[config.mk]
export PLATFORM = sky130hd
export DESIGN_NAME = mem_miss_controller
export DESIGN_NICKNAME = d
export VERILOG_FILES = /design/src/rtl/mem_miss_controller.sv
export SDC_FILE = /design/constraint.sdc
export NUM_CORES = 1
export LEC_CHECK = 0
export BUFFER_PORTS_ARGS = -buffer_cell sky130_fd_sc_hd__buf_2
export CAP_MARGIN = 15
export CORE_MARGIN = 8
export CORE_UTILIZATION = 45
export CTS_BUF_LIST = sky130_fd_sc_hd__clkbuf_8
export DETAILED_ROUTE_END_ITERATION = 16
export GPL_TIMING_DRIVEN = 1
export PLACE_DENSITY = 0.85
export SETUP_SLACK_MARGIN = 0.1
export SLEW_MARGIN = 25
export SYNTH_ARGS = -nofsm -noshare
export SYNTH_HDL_FRONTEND = slang
export SYNTH_SLANG_ARGS = --single-unit
[constraint.sdc]
create_clock -name clockPulse -period 2.73 [get_ports clockPulse]
set_input_delay 0.273 -clock clockPulse [delete_from_list [all_inputs] [get_ports clockPulse]]
set_output_delay 0.273 -clock clockPulse [all_outputs]
set_load 0.01 [all_outputs]
[src/rtl/mem_miss_controller.sv]
// mem_miss_controller: MEM-stage data-cache miss sequencer (stall, bubble, line refill); optional MISS_COUNTER_EN adds missCount
module mem_miss_controller #(
    parameter int ADDR_WIDTH = 32,
    parameter int DATA_WIDTH = 32,
    parameter int WORDS_PER_LINE = 4,
    localparam int IDX_W = $clog2(WORDS_PER_LINE)
) (
    input  logic                  clockPulse,
    input  logic                  reset,
    input  logic                  memAccess,
    input  logic                  hit,
    input  logic [ADDR_WIDTH-1:0] missAddr,
    output logic                  memReq,
    output logic [ADDR_WIDTH-1:0] memAddr,
    input  logic                  memAck,
    input  logic [DATA_WIDTH-1:0] memRdata,
    output logic                  refillWe,
    output logic [IDX_W-1:0]      refillWordIdx,
    output logic [DATA_WIDTH-1:0] refillData,
    output logic                  stall,
    output logic                  memWbBubble,
`ifdef MISS_COUNTER_EN
    output logic [31:0]           missCount,
`endif
    output logic                  busy
);
    typedef enum logic [1:0] {IDLE, REQ, DONE} state_t;
    localparam logic [ADDR_WIDTH-1:0] OFF_MASK = ADDR_WIDTH'(4 * WORDS_PER_LINE - 1);
    localparam logic [IDX_W-1:0] LAST = IDX_W'(WORDS_PER_LINE - 1);
    state_t state, nextState;
    logic [IDX_W-1:0] wordCnt;
    logic [ADDR_WIDTH-1:0] lineBase;
    logic miss, inReq;
    // next state and all outputs; the miss term gives zero-latency stall
    always_comb begin
        miss = (state == IDLE) & memAccess & ~hit;
        inReq = state == REQ;
        nextState = (state == IDLE) ? (miss ? REQ : IDLE) :
                    (state == REQ) ? ((memAck && wordCnt == LAST) ? DONE : REQ) : IDLE;
        memReq = inReq;
        memAddr = inReq ? lineBase + ADDR_WIDTH'({wordCnt, 2'b00}) : '0;
        refillWe = inReq & memAck;
        refillWordIdx = wordCnt;
        refillData = memRdata;
        busy = state != IDLE;
        stall = busy | miss;
        memWbBubble = stall;
    end
    // state register
    always_ff @(posedge clockPulse or posedge reset) begin
        if (reset) state <= IDLE;
        else state <= nextState;
    end
    // line base capture on miss, word counter advances (and wraps) on each accepted ack
    always_ff @(posedge clockPulse or posedge reset) begin
        if (reset) begin
            wordCnt <= '0;
            lineBase <= '0;
        end else if (miss) begin
            wordCnt <= '0;
            lineBase <= missAddr & ~OFF_MASK;
        end else if (refillWe) begin
            wordCnt <= wordCnt + IDX_W'(1);
        end
    end
`ifdef MISS_COUNTER_EN
    // saturating count of refills started
    always_ff @(posedge clockPulse or posedge reset) begin
        if (reset) missCount <= '0;
        else if (miss && missCount != '1) missCount <= missCount + 32'd1;
    end
`endif
endmodule

==> results.md <==
* Setup violators final at 0
* Worst R2R Path Depth at 3
* Vias at 1131
* Multi-input gate area at 746 µm²
* Area growth from synthesis to layout at 10.7%
* Run status: finished, final reports clean
* Hold slack at 45.2 ps
* Critical path arrival at 1920 ps
* RSZ-0062 raised after global routing: no
* Final Hold Viols at 0
* Drt pass-1 iters at 3
* CP required at 2890 ps
* Clk_lat worst skew at 270 ps
* Clk_skew at 5.92 ps
* Sequential share of power at 34.0%
* Worst r2r src: state[1]$_DFF_PP0_
* Post-Syn Instances at 151
* Startpoint types: register
* Distinct cells, synth at 23
* Reg clk slew, reported paths at 70 ps
* Filler cell count at 355
* Met2 GRT Util at 17.5%
* Static Leak at 1.11 nW
* Hpwl dp at 2.70 mm
* Comb pwr share at 48.6%
* Crit path cell chain: or2_4, nor2_8, mux2_4
* Cells taking the most area after synthesis: dfrtp_1 43%, mux2_4 22%, buf_4 14%, and2_1 10%, buf_12 3.2%
* Max frequency at 0.566 GHz
* Pint at 1.66 mW
* ANT cells at 0
* Port-buffer cells at 69
* CTS Buf Count at 5
* FF+latch count, synth at 32
* Synth top area share at 42.5%
* Row cnt at 23
* Max cap viols at 0
* R2R Path End: lineBase[7]$_DFFE_PP0P_
* Grt ovf at 0
* Non-filler instance count after layout at 240
* Tcrit/Tclk final at 64.7%
* Via density at 4.71
* Setup CP Type: register to register
* Die width at 80.7 µm
* Yosys top cell by area: dfrtp_1
* Final worst setup slack at 965 ps
* Max VDD drop at 526 µV
* Starting density of the core at 46.7%
* Async SR Flop Fraction at 100%
* Nets at 259
* Worst-case clock buffer depth at 2
* Die Ht at 80.7 µm
* Post-Syn Area per Cell at 12.5 µm²
* First-pass GRT wire length at 5.76 mm
* I/O pin cnt at 140
* Worst-path maximum fanout at 30
* Synth top cells by count: 35 x buf_4, 32 x dfrtp_1, 30 x and2_1, 28 x mux2_4, 3 x buf_12
* Gr usage total at 11.3%
* Worst-Margin Slew at 694 ps
* Max transition margin at 53.8%
* Layout cells sized above 1 at 57.4%
* Worst hold path class: input port to asynchronous set/reset pin
* CTS sink cnt at 32
* Post-synth top flop: dfrtp_1
* CTS tree: built
* CP peak stage delay at 570 ps
* WL/cell at 14.9 µm
* Switching pwr at 813 µW
* Synthesized area at 0.00188 mm²
* Vias in the first global route at 1208
* Root buffer cell: clkbuf_8
* Setup crit end kind: register
* Final Critical Period at 1770 ps
* Place WS at 967 ps
* H-tree depth at 2
* Placed insts at 232
* Post-cts resize count at 0
* Switch share at 32.9%
* Warnings from Yosys at 0
* Seq/Total Area, Yosys at 42.5%
* Post-CTS setup buffers at 0
* Core Region at 0.00403 mm²
* Antenna violations before repair at 0
* Post-route total power at 2.48 mW
* Setup TNS at 0 ps
* Post-synth EDFFs at 0
* Post-route DRC at 0
* Met1 GRT Util at 13.2%
* Final Slew Violations at 0
* WL final at 3.57 mm
* Routed Antenna Nets at 0
* Met3 Use GR at 5.69%
* Most frequent cell after synthesis: buf_4
* Worst path slowest cell: nor2_8
* PD cells at 1190 mW/mm²
* Total die area at 0.00651 mm²
* FF/Latch Area at 801 µm²
* Layer with the highest usage: met2
* R2r setup slk at 960 ps
* Clk pwr share at 17.4%
* Largest net degree at the start of global routing at 35
* GPL Wtd Cong at 0.729
* Hold buffers post-CTS at 0
* Initial DRC Count at 23
-- power groups by stage --
stage	clock network [mW]	registers [mW]	logic (mW)
after global routing	0.475	0.876	1.32
after floorplan	0	0.809	0.923
final	0.431	0.842	1.20
after global placement	0	0.837	1.20
after detailed placement	0	0.848	1.23
after CTS	0.448	0.847	1.23
-- worst max path at each step --
stage / startpoint / endpoint / slack (ps) / cells past startpoint
after floorplan: state[1]$_DFF_PP0_ / lineBase[10]$_DFFE_PP0P_ / 1340 / 4
after global placement: hit / lineBase[11]$_DFFE_PP0P_ / 1000 / 4
after detailed placement: state[1]$_DFF_PP0_ / lineBase[20]$_DFFE_PP0P_ / 970 / 3
after CTS: state[1]$_DFF_PP0_ / lineBase[20]$_DFFE_PP0P_ / 950 / 3
after global routing: state[1]$_DFF_PP0_ / lineBase[20]$_DFFE_PP0P_ / 880 / 3
final: state[1]$_DFF_PP0_ / lineBase[7]$_DFFE_PP0P_ / 960 / 3
-- cells by family after synthesis --
| logic type | synth area share, % |
|---|---|
| AOI/OAI and AO/OA | 0.664 |
| and+or+nand+nor | 15.0 |
| other | 0.199 |
| DFF | 42.5 |
| muxes | 22.3 |
| xor gates and xnor gates | 0.465 |
| adders and majority gates | 0.664 |
| buffers and inverters | 18.2 |
-- cell type report --
cell class                 count  area share [%]
tap                           50            3.00
sequential                    32            38.4
clock inverter                 3            1.86
inverter                       2           0.360
timing repair buffer          71            17.3
multi-input combinational     77            35.8
clock buffer                   5            3.30
-- routing by layer --
layer,share of wire [%],vias up,routed length [µm]
met5,0,-,0
met4,1.1,0,38
met3,10,10,370
met2,46,59,1660
met1,42,536,1510
li1,-,526,-
-- worst max-delay path: cells and delay by family, from the launching register on --
family           cells  cell delay (ps)
flip-flops           1              410
multiplexers         1              350
AND/OR/NAND/NOR      2              870
-- cell usage in the layout (no fill, tap or decap), types with 2 or more instances in the layout --
cell and instances:
nand3b_1 2, dfrtp_1 32, buf_2 69, inv_1 3, nand3_1 2, and2_1 30
mux2_4 28, conb_1 2, clkbuf_8 5, buf_4 2
-- state kept, by name, summed over array words and instances (netlist names) --
signal	flops
refillWordIdx	2
lineBase	28
state	2
-- through the flow --
| stage | utilization [%] | area (µm²) |
|---|---|---|
| 5_1_grt | 51.7 | 2080 |
| 3_5_place_dp | 49.1 | 1980 |
| 4_1_cts | 51.7 | 2080 |
| 3_3_place_gp | 49.1 | 1980 |
| 6_report | 51.7 | 2080 |
| 2_1_floorplan | - | 1890 |
Note: power is estimated with default switching activity, not from simulation.
